--- src/rtl/edp_op_seq.sv ---
// Microsequencer that runs one two-operand AD operation on the EDP:
// B -> AR -> BR, A -> AR, settle AD, capture result, optional AD -> AR writeback.
//
// state | meaning
// IDLE  | waiting for req
// LDB   | operand B onto cache data, load AR
// XFER  | BR <= AR
// LDA   | operand A onto cache data, load AR
// OP    | AD function applied, held SETTLE_CYC cycles
// WB    | optional AR <= AD
// DONE  | result valid pulse
module edp_op_seq #(
    parameter int SETTLE_CYC = 1,
    parameter int W          = 36
) (
    input  logic           clk,
    input  logic           rst_n,
    input  logic           req,
    input  logic [W-1:0]   opA,
    input  logic [W-1:0]   opB,
    input  logic [5:0]     adFunc,
    input  logic           wbEn,
    output logic           ack,
    output logic           busy,
    output logic           done,
    output logic [W-1:0]   result,
    output logic [1:0]     resultX,
    output logic [W-1:0]   cacheData,
    output logic [2:0]     cramAR,
    output logic           cramBR,
    output logic [5:0]     cramAD,
    output logic [2:0]     cramADA,
    output logic [1:0]     cramADB,
    output logic [2:0]     arLoad,
    input  logic [W+1:0]   edpAD
);

    localparam logic [2:0] arAR     = 3'd0;
    localparam logic [2:0] arCACHE  = 3'd1;
    localparam logic [2:0] arAD     = 3'd2;
    localparam logic       brRECIRC = 1'b0;
    localparam logic       brAR     = 1'b1;
    localparam logic [5:0] adA      = 6'o25;
    localparam logic [2:0] adaAR    = 3'd0;
    localparam logic [1:0] adbBR    = 2'd2;
    localparam logic [3:0] SETTLE_LAST = 4'(SETTLE_CYC - 1);

    typedef enum logic [2:0] {IDLE, LDB, XFER, LDA, OP, WB, DONE} state_t;

    state_t         state, state_nx;
    logic [3:0]     cnt, cnt_nx;
    logic [W-1:0]   a_q, b_q;
    logic [5:0]     func_q;
    logic           wb_q;

    logic           ack_nx, busy_nx, done_nx, br_nx;
    logic [W-1:0]   cache_nx;
    logic [2:0]     ar_nx, load_nx;
    logic [5:0]     ad_nx;

    // Outputs are registered from the current state, so each state's
    // control fields appear on the EDP one cycle after the state is entered.
    always_comb begin
        state_nx = state;
        cnt_nx   = cnt;
        ack_nx   = 1'b0;
        busy_nx  = 1'b0;
        done_nx  = 1'b0;
        br_nx    = brRECIRC;
        cache_nx = '0;
        ar_nx    = arAR;
        load_nx  = 3'b000;
        ad_nx    = adA;
        case (state)
            IDLE: begin
                if (req) begin
                    state_nx = LDB;
                    ack_nx   = 1'b1;
                    busy_nx  = 1'b1;
                end
            end
            LDB: begin
                busy_nx  = 1'b1;
                cache_nx = b_q;
                ar_nx    = arCACHE;
                load_nx  = 3'b111;
                state_nx = XFER;
            end
            XFER: begin
                busy_nx  = 1'b1;
                br_nx    = brAR;
                state_nx = LDA;
            end
            LDA: begin
                busy_nx  = 1'b1;
                cache_nx = a_q;
                ar_nx    = arCACHE;
                load_nx  = 3'b111;
                cnt_nx   = SETTLE_LAST;
                state_nx = OP;
            end
            OP: begin
                busy_nx = 1'b1;
                ad_nx   = func_q;
                if (cnt == 4'd0) state_nx = WB;
                else             cnt_nx   = cnt - 4'd1;
            end
            WB: begin
                busy_nx = 1'b1;
                ad_nx   = func_q;
                if (wb_q) begin
                    ar_nx   = arAD;
                    load_nx = 3'b111;
                end
                state_nx = DONE;
            end
            DONE: begin
                done_nx  = 1'b1;
                state_nx = IDLE;
            end
            default: state_nx = IDLE;
        endcase
    end

    always_ff @(posedge clk) begin
        if (!rst_n) begin
            state     <= IDLE;
            cnt       <= '0;
            a_q       <= '0;
            b_q       <= '0;
            func_q    <= adA;
            wb_q      <= 1'b0;
            ack       <= 1'b0;
            busy      <= 1'b0;
            done      <= 1'b0;
            result    <= '0;
            resultX   <= '0;
            cacheData <= '0;
            cramAR    <= arAR;
            cramBR    <= brRECIRC;
            cramAD    <= adA;
            cramADA   <= adaAR;
            cramADB   <= adbBR;
            arLoad    <= 3'b000;
        end else begin
            state     <= state_nx;
            cnt       <= cnt_nx;
            ack       <= ack_nx;
            busy      <= busy_nx;
            done      <= done_nx;
            cacheData <= cache_nx;
            cramAR    <= ar_nx;
            cramBR    <= br_nx;
            cramAD    <= ad_nx;
            cramADA   <= adaAR;
            cramADB   <= adbBR;
            arLoad    <= load_nx;
            if (state == IDLE && req) begin
                a_q    <= opA;
                b_q    <= opB;
                func_q <= adFunc;
                wb_q   <= wbEn;
            end
            // While in WB the last OP cycle is on the EDP, so AD is settled here.
            if (state == WB) begin
                result  <= edpAD[W-1:0];
                resultX <= edpAD[W+1:W];
            end
        end
    end

endmodule

--- config.mk ---
export PLATFORM = sky130hd
export DESIGN_NAME = edp_op_seq
export DESIGN_NICKNAME = d
export VERILOG_FILES = /design/src/rtl/edp_op_seq.sv
export SDC_FILE = /design/constraint.sdc
export NUM_CORES = 1
export LEC_CHECK = 0
export ABC_CLOCK_PERIOD_IN_PS = 2900
export CORE_ASPECT_RATIO = 1.2
export CORE_MARGIN = 2
export CORE_UTILIZATION = 35
export DETAILED_ROUTE_END_ITERATION = 7
export GPL_TIMING_DRIVEN = 1
export PLACE_DENSITY = 0.75
export RECOVER_POWER = 25
export SLEW_MARGIN = 25
export SYNTH_ARGS = -nofsm -noshare
export SYNTH_HDL_FRONTEND = slang
export SYNTH_SLANG_ARGS = --single-unit
export TNS_END_PERCENT = 30
--- constraint.sdc ---
create_clock -name clk -period 2.9 [get_ports clk]
set_input_delay 0.29 -clock clk [delete_from_list [all_inputs] [get_ports clk]]
set_output_delay 0.29 -clock clk [all_outputs]
set_load 0.005 [all_outputs]
Word-level counts from Yosys, hierarchy flattened
Index checks and enable logic that the tools add are counted.

operators by class
  add/subtract/negate cells = 1
  multiply operators = 0
  div/mod/pow operators = 0
  magnitude comparators = 0
  eq/ne operators = 9
  shift-type cells = 0
  muxes and demuxes = 14
  bitwise gates (word level) = 0
  reductions and logical operators = 11

operator list
  kind                 number
  $pmux 36 s2          1
  $pmux 3 s6           1
  $eq 3x3->1 const B   3
  $mux 3               3
  $pmux 4 s2           1
  $reduce_and 2->1     4
  $eq 3x2->1 const B   2
  $ne 2x2->1 const B   3
  $pmux 3 s2           1
  $reduce_or 5->1      1
  $logic_not 4->1      1
  $mux 4               1
  $pmux 2 s2           1
  $reduce_or 2->1      2
  $sub 4x1->4 const B  1
  $eq 3x1->1 const B   1
  $logic_not 3->1      1
  $mux 1               3
  $mux 2               1
  $pmux 1 s2           1
  $reduce_bool 2->1    1
  $logic_and 1x1->1    1

storage, ports and cells
  bits in registers = 176
  bits in latches = 0
  bits in writable memories = 0
  bits in read-only memories = 0
  input port bits = 120
  output and inout bits = 95
  word-level logic and storage cells = 51
  memories kept = 0

Longest topological paths before layout
Gate-level depths: netlist of the first run.

  depth after elaboration = 3
  depth in mapped cells = 7
  gate-level depth less buffers = 5

Worst setup path after synthesis of the first run
Ideal clock, no wire load.

  path kind = reg2reg
  start point = register state[2]
  end point = register func_q[0]
  setup time = 133 ps
  arrival = 1,424 ps
  required time = 2,767 ps
  slack = 1,343 ps
  stages on the path, launching flop included = 8
  buffers on the path = 4
  period minus slack after synthesis = 1,557 ps
  path through = dfxtp_1 > buf_6 > or4b_1 > buf_2 > buf_6 > buf_6 > nand2_1 > nand3_1

on the way
  longest elaborated chain between the ends = 2

RTL lines
  what                    RTL line  RTL
  from (decl)             50        state_t state, state_nx;
  from (signal assigned)  146       state <= state_nx;
  $logic_not 3->1         158       if (state == IDLE && req) begin
  $logic_and 1x1->1       158
  to (signal assigned)    161       func_q <= adFunc;
  to (decl)               53        logic [5:0] func_q;

Every way passes these cells.
A chain may end at the register's enable or synchronous reset.

Worst setup path in the final report of the first run
  start point = register state[0]
  end point = register b_q[29]

on the way
  longest elaborated chain between the ends = 2

RTL lines
  what                  RTL line  RTL
  $logic_not 3->1       158
  $logic_and 1x1->1     158
  to (signal assigned)  160       b_q <= opB;
  to (decl)             52        logic [W-1:0] a_q, b_q;

Every way passes these cells.

==> metrics.csv, run 1 <==
metric;value;unit
status;finished, final reports clean;
netlist_top_cells_area;sky130_fd_sc_hd__dfxtp_1 54%, sky130_fd_sc_hd__nand2_1 14%, sky130_fd_sc_hd__a21boi_0 12%, sky130_fd_sc_hd__a22oi_1 4.2%, sky130_fd_sc_hd__nor2b_1 3.7%;
detailed_route_vias_per_instance;4.723;
cts.reportedPaths.clkPinSlew;60;ps
gpl.final_weighted_congestion;0.7557;
core_ar;18110;um2
clk_path_buf_depth;2;
stdcell_area;9195;um2
clk_root_buffer_cell;sky130_fd_sc_hd__clkbuf_16;
worst-slew-pin-transition;893.4;ps
die_height;152.6;um
grt.total_usage;15.90;%
detailedPlacementHpwl;10100;um
worstSetupEndpointType;flop;
final.min_clock_period;2018;ps
pre_cts_ws;774.8;ps
pwr-share-seq;46.9;%
cts_resized;0;
ff2ff_setup_slack;880;ps
postCtsSetupBuffers;0;
worst_ep_required_time;3240;ps
finalHoldViolCount;0;
vias;5337;
post-synth-top-area-fraction;53.80;%
worstReg2RegStart;state[0];
cts_tree;done;
multiInputGateArea;2670;um2
cp_max_fo;79;
placed_cell_area;8573;um2
synthAdderAreaFrac;0.3887;%
cell_internal_pwr;0.004205;W
initial_utilization;35.55;%
worstSetupStartpoint;state[0];
h-tree-depth;4;
largest_net_degree_at_the_start_of_global_routing;81;
crit_slowest_cell;sky130_fd_sc_hd__or4b_4;
yosysUniqueCellTypes;33;
cellPowerDensity;588.7;nW/um2
areaGrowthSynthToFinish;42.84;%
tns;0;ps
peakVddDrop;372.2;uV
share_of_the_synthesized_area_in_compound_gates_ao_oa_aoi_oai;18.27;%
max_stage_delay;790;ps
clock_sinks;173;
ios;215;
synth-main-ff-cell;sky130_fd_sc_hd__dfxtp_1;
ys_seq_elements;173;
cp_data_arrival_time;2360;ps
whs_path_depth;3;
post_drt_wl_per_cell;13.68;um
worstSkewPairLatency;420;ps
antenna_cells;0;
max-cap-violations;0;
setup_ws;882.1;ps
hp-class;in -> reg;
timing.final.max_slew_violations;0;
dp.cells;1098;
critical_path.top_delay_family;simple AND/OR/NAND/NOR gates;
post_synth.cell_area_avg;8.966;um2
max_slew_headroom;40.44;%
dieArea;19500;um2
share_comb_of_total_power;9.4;%
critical_path.cell_chain;or4b_4 > nand2_1 > a21boi_0;
worstSetupEndpoint;b_q[29];
number_of_fill_cells_in_the_layout;1674;
drt_first_pass_iters;4;
post-route-period-util;69.58;%
synth-edff-count;0;
synth.mux.area_fraction;0.4665;%
path_buf_inv;0;
worst-path-stages;3;
startpoint_class;flop;
cts-buffers-inserted;17;
ys_async_sr_fraction;0;%
routed_wirelength;15460;um
first_global_vias;5027;
grt_setup_unrepaired;no;
post-synth-top-area-cell;sky130_fd_sc_hd__dfxtp_1;
iteration_0_drc_markers;368;
netlist_area;6437;um2
antenna_left;0;
antenna_violations_before_repair;0;
timing.reg2reg.worst_path_depth;3;
seq_area;3463;um2
cellLeakagePower;3.417;nW
synthesis.instances;718;
port_buffers;208;
hold_buffers;0;
dieWidth;127.8;um
ys.warnings.count;0;
yosysSeqAreaShare;53.80;%
r2r_end;b_q[29];
fin_nets;1015;
maximum_achievable_frequency;495.6;MHz
timing.clock.skew;9.980;ps
post_synth_xor_area_fraction;0;%
first_pass_grt_wire_length;24770;um
share_of_layout_cells_above_drive_strength_1;5.077;%
clockPowerShare;43.7;%
synth_top_family_by_area;simple AND/OR/NAND/NOR gates;
detail_route.drc_violations;0;
criticalPathCategory;reg -> reg;
post_layout_nonfiller_instances;1130;
share_of_total_power_consumed_by_net_switching;22.32;%
synthSimpleGateAreaFrac;21.83;%
report.final.setup_viol;0;
netSwitchingPower;0.001208;W
grt_remaining_overflow;0;
floorplan_row_count;54;
[worst min-delay path, cell delays in order]
cell and delay, ps:
sky130_fd_sc_hd__buf_4 260, sky130_fd_sc_hd__nand2_1 130, sky130_fd_sc_hd__a21oi_1 40
[placed cells by master, fill, tap and decap left out, drive strengths merged]
cell,synthesis,layout
nor4,2,2
clkinv,0,5
clkbuf,29,23
ha,2,2
or3,1,1
or4,2,2
nor2,2,2
nor4b,2,2
dfxtp,173,173
o311ai,2,2
nor3b,3,3
inv,2,2
nand3b,4,4
a21boi,117,117
a21oi,2,2
mux2i,3,3
or4b,1,1
nor3,3,3
clkinvlp,0,1
dlygate4sd3,0,56
buf,35,9
and2,1,1
bufinv,0,3
nand2b,2,2
and3,4,4
or2,3,3
nand3,5,5
nor2b,38,38
a22oi,36,36
clkdlybuf4s50,0,151
nand2,239,239
and3b,3,3
conb,2,6
[power by group through the flow]
stage                     Clock (W)  Sequential, W  Combinational [W]
after floorplan                   0        0.00257           0.000282
after global placement            0        0.00259           0.000516
after detailed placement          0        0.00259           0.000523
after CTS                   0.00245        0.00254           0.000524
after global routing        0.00253        0.00255           0.000569
final                       0.00236        0.00254           0.000510
[cell type report]
type                       instances  area share (%)
timing repair buffer             216           23.40
inverter                           2         0.08164
sequential                       173           37.66
multi-input combinational        483           29.04
clock inverter                     9           1.456
clock buffer                      23           5.307
tap                              224           3.048
[synthesized netlist by cell type (all sizes together) (3+ instances only)]
| cell | instances |
|---|---|
| and3b | 3 |
| nor3b | 3 |
| and3 | 4 |
| a22oi | 36 |
| nand3b | 4 |
| nor2b | 38 |
| a21boi | 117 |
| nand2 | 239 |
| clkbuf | 29 |
| nor3 | 3 |
| or2 | 3 |
| nand3 | 5 |
| buf | 35 |
| dfxtp | 173 |
| mux2i | 3 |
[flip-flops by register name, summed over array words and instances (netlist names)]
name	count
a_q	36
b_q	36
cacheData	36
result	36
cramAD	6
func_q	6
cnt	4
state	3
cramAR	2
resultX	2
ack	1
arLoad	1
busy	1
cramBR	1
done	1
wb_q	1
[metal layers]
| layer | track usage (%) | wire length [um] | up-vias |
|---|---|---|---|
| met1 | 19.44 | 6920 | 2473 |
| met3 | 4.705 | 876 | 15 |
| li1 | - | - | 2697 |
| met4 | 4.919 | 202 | 0 |
| met2 | 26.84 | 7462 | 152 |
| met5 | 0 | 0 | - |
[stage by stage]
stage / util [%] / power [W] / hold WS (ps)
floorplan: - / 0.002853 / 414.2
global placement: 47.35 / 0.003105 / 431.5
detailed placement: 47.35 / 0.003116 / 438.2
CTS: 50.78 / 0.005511 / 367.5
global route: 50.78 / 0.005651 / 405.6
finish: 50.78 / 0.005413 / 368.6
[worst min path at each step]
stage / from / to / slack, ps
2_1_floorplan: adFunc[0] / func_q[0] / 410
3_3_place_gp: func_q[0] / cramAD[0] / 430
3_5_place_dp: func_q[2] / cramAD[2] / 440
4_1_cts: rst_n / arLoad[1] / 370
5_1_grt: rst_n / arLoad[1] / 410
6_report: rst_n / arLoad[1] / 370
[kinds of logic (layout without fill, tap and decap cells)]
kind of cell / after synthesis / after routing
and+or+nand+nor: 315 / 315
DFF: 173 / 173
AOI/OAI and AO/OA: 157 / 157
buffers and inverters: 66 / 250
muxes: 3 / 3
adders and majority gates: 2 / 2
other: 2 / 6
No activity file was read; power rests on OpenSTA's default activity.
==> run 2, diff against run 1 <==
- ABC_CLOCK_PERIOD_IN_PS: 2900 -> 1750
- PLACE_DENSITY: 0.75 -> 0.77
- clock period: 2.9 -> 1.75 ns (I/O delays scaled with it)
==> metrics.csv, run 2 (synthesis results as in run 1) <==
metric;value;unit;change
finalHoldViolCount;0;;unchanged
timing.final.max_slew_violations;0;;unchanged
max_stage_delay;370;ps;was 790 ps
grtUsageMet3;5.337;%;was 4.705%
cts-buffers-inserted;17;;unchanged
cellPowerDensity;934.1;nW/um2;was 588.7 nW/um2
post-route-period-util;89.00;%;was 69.58%
critical_path.cell_chain;inv_1 > ha_1 > nor3b_1 > buf_4 > nor4b_1 > mux2i_1;;was or4b_4 > nand2_1 > a21boi_0
timing.clock.skew;7.369;ps;was 9.980 ps
cts_resized;0;;unchanged
dieArea;19500;um2;unchanged
floorplan_row_count;54;;unchanged
final_cell_mix;239 x sky130_fd_sc_hd__nand2_1, 173 x sky130_fd_sc_hd__dfxtp_1, 164 x sky130_fd_sc_hd__clkdlybuf4s50_1;;was 239 x sky130_fd_sc_hd__nand2_1, 173 x sky130_fd_sc_hd__dfxtp_1, 151 x sky130_fd_sc_hd__clkdlybuf4s50_1
met1_usage;19.02;%;was 19.44%
cp_max_fo;7;;was 79
detailed_route_vias_per_instance;4.671;;was 4.723
hold_end;func_q[4];;was arLoad[1]
share_of_layout_cells_above_drive_strength_1;6.114;%;was 5.077%
hp-class;in -> reg;;unchanged
grt_remaining_overflow;0;;unchanged
worstSetupEndpointType;flop;;unchanged
path_buf_inv;2;;was 0
iteration_0_drc_markers;247;;was 368
setup_ws;192.5;ps;was 882.1 ps
initial_utilization;35.55;%;unchanged
antenna_violations_before_repair;0;;unchanged
areaGrowthSynthToFinish;44.26;%;was 42.84%
worst_ep_required_time;2090;ps;was 3240 ps
cts.reportedPaths.clkPinSlew;60;ps;about the same
ios;215;;unchanged
gpl.final_weighted_congestion;0.8055;;was 0.7557
startpoint_class;flop;;unchanged
globalRouteMet2Util;27.27;%;was 26.84%
dieWidth;127.8;um;unchanged
whs_path_depth;2;;was 3
clock_sinks;173;;unchanged
fin_nets;1025;;was 1015
dp.cells;1108;;was 1098
postCtsSetupBuffers;0;;unchanged
port_buffers;208;;unchanged
cellLeakagePower;3.408;nW;was 3.417 nW
critical_path.top_delay_family;simple AND/OR/NAND/NOR gates;;unchanged
first_global_vias;5092;;was 5027
die_height;152.6;um;unchanged
max-cap-violations;0;;unchanged
status;finished, final reports clean;;unchanged
hold_buffers;0;;unchanged
detail_route.drc_violations;0;;unchanged
pre_cts_ws;-1.698;ps;was 774.8 ps
final.min_clock_period;1557;ps;was 2018 ps
worstReg2RegStart;cnt[0];;was state[0]
core_ar;18110;um2;unchanged
grt.total_usage;15.92;%;was 15.90%
post_drt_wl_per_cell;13.85;um;was 13.68 um
ff2ff_setup_slack;190;ps;was 880 ps
clk_root_buffer_cell;sky130_fd_sc_hd__clkbuf_16;;unchanged
antenna_cells;0;;unchanged
grt_setup_unrepaired;no;;unchanged
routed_wirelength;15790;um;was 15460 um
h-tree-depth;4;;unchanged
layout_commonest_cell;sky130_fd_sc_hd__nand2_1;;unchanged
drt_first_pass_iters;4;;unchanged
min-delay-start;rst_n;;unchanged
vias;5325;;was 5337
largest_net_degree_at_the_start_of_global_routing;67;;was 81
report.final.setup_viol;0;;unchanged
maximum_achievable_frequency;642.1;MHz;was 495.6 MHz
first_pass_grt_wire_length;25020;um;was 24770 um
crit_slowest_cell;sky130_fd_sc_hd__nor4b_1;;was sky130_fd_sc_hd__or4b_4
timing.reg2reg.worst_path_depth;6;;was 3
most_crowded_layer_gr;met2;;unchanged
timing.hold.ws;179.7;ps;was 368.6 ps
cp_data_arrival_time;1900;ps;was 2360 ps
post_layout_nonfiller_instances;1140;;was 1130
peakVddDrop;629.8;uV;was 372.2 uV
detailedPlacementHpwl;10510;um;was 10100 um
clk_path_buf_depth;2;;unchanged
r2r_end;cnt[2];;was b_q[29]
antenna_left;0;;unchanged
cts_tree;done;;unchanged
criticalPathCategory;reg -> reg;;unchanged
worstSkewPairLatency;410;ps;was 420 ps
[run 2: worst register-to-register path, stage by stage (launching register included)]
cell and delay, ps:
sky130_fd_sc_hd__dfxtp_1 360, sky130_fd_sc_hd__inv_1 70, sky130_fd_sc_hd__ha_1 190, sky130_fd_sc_hd__nor3b_1 130
sky130_fd_sc_hd__buf_4 150, sky130_fd_sc_hd__nor4b_1 370, sky130_fd_sc_hd__mux2i_1 220
[run 2: worst max path at each step]
stage | from | end | slack, ps | cells after the start
after global placement | req | b_q[9] | 30 | 5
after global routing | cnt[0] | cnt[2] | 50 | 6
final | cnt[0] | cnt[2] | 190 | 6
after floorplan | state[2] | func_q[0] | 190 | 7
after detailed placement | req | b_q[4] | -2 | 5
after CTS | state[0] | b_q[6] | 180 | 4
[run 2: layer usage]
layer	wire length [um]	vias up
met5	0	-
met1	6811	2437
met3	1129	8
met4	116	0
li1	-	2712
met2	7732	168
[run 2: final cells by class]
| class | count | area [um2] |
|---|---|---|
| repair buffers | 226 | 2307 |
| multi-input cells | 483 | 2670 |
| well taps | 224 | 280.3 |
| clock buffers | 18 | 439.2 |
| flip-flops and latches | 173 | 3463 |
| inverters | 2 | 7.507 |
| fillers | 1719 | 8821 |
| clock inverters | 14 | 118.9 |
[run 2: power by group]
| group | internal [W] | total [W] | switching, W |
|---|---|---|---|
| Sequential | 0.00411 | 0.00419 | 0.0000860 |
| Combinational | 0.000501 | 0.000913 | 0.000412 |
| Clock | 0.00200 | 0.00357 | 0.00157 |
| Total | 0.00661 | 0.00867 | 0.00207 |
[run 2: metrics by stage]
step | total power, W | cell area, um2 | TNS (ps) | util [%]
global route | 0.009057 | 9286 | 0 | 51.29
global placement | 0.005195 | 8736 | 0 | 48.24
CTS | 0.008805 | 9294 | 0 | 51.33
detailed placement | 0.005211 | 8736 | -1.698 | 48.24
floorplan | 0.004728 | 6452 | 0 | -
finish | 0.008674 | 9286 | 0 | 51.29
==> run 3, diff against run 2 <==
- CELL_PAD_IN_SITES_DETAIL_PLACEMENT: default -> 1
- CELL_PAD_IN_SITES_GLOBAL_PLACEMENT: default -> 1
- CORE_UTILIZATION: 35 -> 30
- PLACE_DENSITY: 0.77 -> 0.87
- SKIP_CTS_REPAIR_TIMING: default -> 1
==> metrics.csv, run 3 (synthesis results as in run 1) <==
metric;value;unit;change
status;finished, final reports clean;;unchanged
path_buf_inv;1;;was 2
grt.total_usage;15.92;%;about the same
critical_path.cell_chain;clkbuf_1 > nand2b_1 > or4_1 > a21boi_0;;was inv_1 > ha_1 > nor3b_1 > buf_4 > nor4b_1 > mux2i_1
dieWidth;137.7;um;was 127.8 um
cts_tree;done;;unchanged
drt_first_pass_iters;4;;unchanged
cellPowerDensity;942.1;nW/um2;was 934.1 nW/um2
cellLeakagePower;3.455;nW;was 3.408 nW
post-route-period-util;92.05;%;was 89.00%
antenna_left;0;;unchanged
worst-path-stages;4;;was 6
grt_remaining_overflow;0;;unchanged
share_of_layout_cells_above_drive_strength_1;5.902;%;was 6.114%
setup_ws;139.1;ps;was 192.5 ps
port_buffers;208;;unchanged
number_of_fill_cells_in_the_layout;2400;;was 1719
cts-buffers-inserted;17;;unchanged
timing.final.max_slew_violations;0;;unchanged
criticalPathCategory;reg -> reg;;unchanged
detailedPlacementHpwl;12290;um;was 10510 um
startpoint_class;flop;;unchanged
first_pass_grt_wire_length;28300;um;was 25020 um
detailed_route_vias_per_instance;4.570;;was 4.671
die_height;164.5;um;was 152.6 um
routed_wirelength;17970;um;was 15790 um
iteration_0_drc_markers;172;;was 247
h-tree-depth;4;;unchanged
timing.clock.skew;8.573;ps;was 7.369 ps
pre_cts_ws;-30.66;ps;was -1.698 ps
hp-class;in -> reg;;unchanged
layout_commonest_cell;sky130_fd_sc_hd__nand2_1;;unchanged
largest_net_degree_at_the_start_of_global_routing;70;;was 67
clk_root_buffer_cell;sky130_fd_sc_hd__clkbuf_16;;unchanged
worstSetupEndpointType;flop;;unchanged
max-cap-violations;0;;unchanged
whs_path_depth;2;;unchanged
critical_path.top_delay_family;simple AND/OR/NAND/NOR gates;;unchanged
peakVddDrop;622.7;uV;was 629.8 uV
cts.reportedPaths.clkPinSlew;70;ps;was 60 ps
final.min_clock_period;1611;ps;was 1557 ps
post_drt_wl_per_cell;15.15;um;was 13.85 um
timing.reg2reg.worst_path_depth;4;;was 6
dp.cells;1155;;was 1108
clk_path_buf_depth;2;;unchanged
max_stage_delay;500;ps;was 370 ps
worst_ep_required_time;2070;ps;was 2090 ps
fin_nets;1026;;was 1025
final_cell_mix;239 x sky130_fd_sc_hd__nand2_1, 172 x sky130_fd_sc_hd__dfxtp_1, 156 x sky130_fd_sc_hd__clkdlybuf4s50_1;;was 239 x sky130_fd_sc_hd__nand2_1, 173 x sky130_fd_sc_hd__dfxtp_1, 164 x sky130_fd_sc_hd__clkdlybuf4s50_1
detail_route.drc_violations;0;;unchanged
clock_sinks;173;;unchanged
areaGrowthSynthToFinish;46.24;%;was 44.26%
post_layout_nonfiller_instances;1186;;was 1140
crit_slowest_cell;sky130_fd_sc_hd__or4_1;;was sky130_fd_sc_hd__nor4b_1
ios;215;;unchanged
antenna_violations_before_repair;1;;was 0
first_global_vias;5685;;was 5092
report.final.setup_viol;0;;unchanged
cp_data_arrival_time;1930;ps;was 1900 ps
floorplan_row_count;58;;was 54
core_ar;21050;um2;was 18110 um2
gpl.final_weighted_congestion;0.7102;;was 0.8055
maximum_achievable_frequency;620.8;MHz;was 642.1 MHz
grt_setup_unrepaired;no;;unchanged
dieArea;22650;um2;was 19500 um2
finalHoldViolCount;0;;unchanged
cp_max_fo;8;;was 7
worstSkewPairLatency;410;ps;about the same
vias;5420;;was 5325
initial_utilization;30.59;%;was 35.55%
run 3: changes by cell type in the layout (fill, tap and decap cells not counted), moves of 2 or more:
cell / change
sky130_fd_sc_hd__clkinv_2: -6
sky130_fd_sc_hd__inv_6: -2
sky130_fd_sc_hd__clkdlybuf4s50_1: -8
sky130_fd_sc_hd__clkbuf_1: +3
sky130_fd_sc_hd__dlygate4sd3_1: +8
sky130_fd_sc_hd__buf_12: +3
sky130_fd_sc_hd__buf_4: -2
run 3: layout make-up:
class                   instances  area [um2]  share of cell area [%]
flip-flops and latches        173        3465                   36.80
clock inverters                 8       110.1                   1.170
well taps                     270       337.8                   3.589
diodes                          1       2.502                 0.02658
multi-input cells             483        2675                   28.42
clock buffers                  22       464.2                   4.931
repair buffers                227        2352                   24.99
inverters                       2       7.507                 0.07974
run 3: worst paths after layout:
path,startpoint,to,slack (ps)
setup / recovery,state[2],cnt[0],140
hold / removal,rst_n,b_q[19],180
setup reg to reg,state[2],cnt[0],140
hold reg to reg,func_q[4],cramAD[4],450
run 3: worst reg2reg max path, stage by stage (launching register included):
cell and delay, ps:
sky130_fd_sc_hd__dfxtp_2 430, sky130_fd_sc_hd__clkbuf_1 200, sky130_fd_sc_hd__nand2b_1 180, sky130_fd_sc_hd__or4_1 500, sky130_fd_sc_hd__a21boi_0 210
run 3: power by group:
part	internal, W	switching [W]	total, W
clock	0.00218	0.00154	0.00372
sequential	0.00411	0.0000916	0.00420
combinational	0.000519	0.000435	0.000954
run 3: stage by stage:
step / cell area (um2) / util (%) / total power (W) / hold WS [ps] / setup TNS (ps)
2_1_floorplan: 6452 / - / 0.004728 / 299.2 / 0
3_3_place_gp: 8838 / 42.00 / 0.005234 / 428.6 / 0
3_5_place_dp: 8838 / 42.00 / 0.005265 / 438.9 / -58.18
4_1_cts: 9413 / 44.73 / 0.009019 / 160.5 / 0
5_1_grt: 9414 / 44.73 / 0.009288 / 177.9 / 0
6_report: 9414 / 44.73 / 0.008869 / 178.3 / 0
run 3: per-layer routing:
| layer | up-vias | track usage [%] | part of all wire [%] |
|---|---|---|---|
| li1 | 2715 | - | - |
| met1 | 2552 | 18.19 | 42 |
| met2 | 139 | 28.74 | 50 |
| met3 | 14 | 4.481 | 6.4 |
| met4 | 0 | 4.545 | 0.93 |
| met5 | - | 0 | 0 |
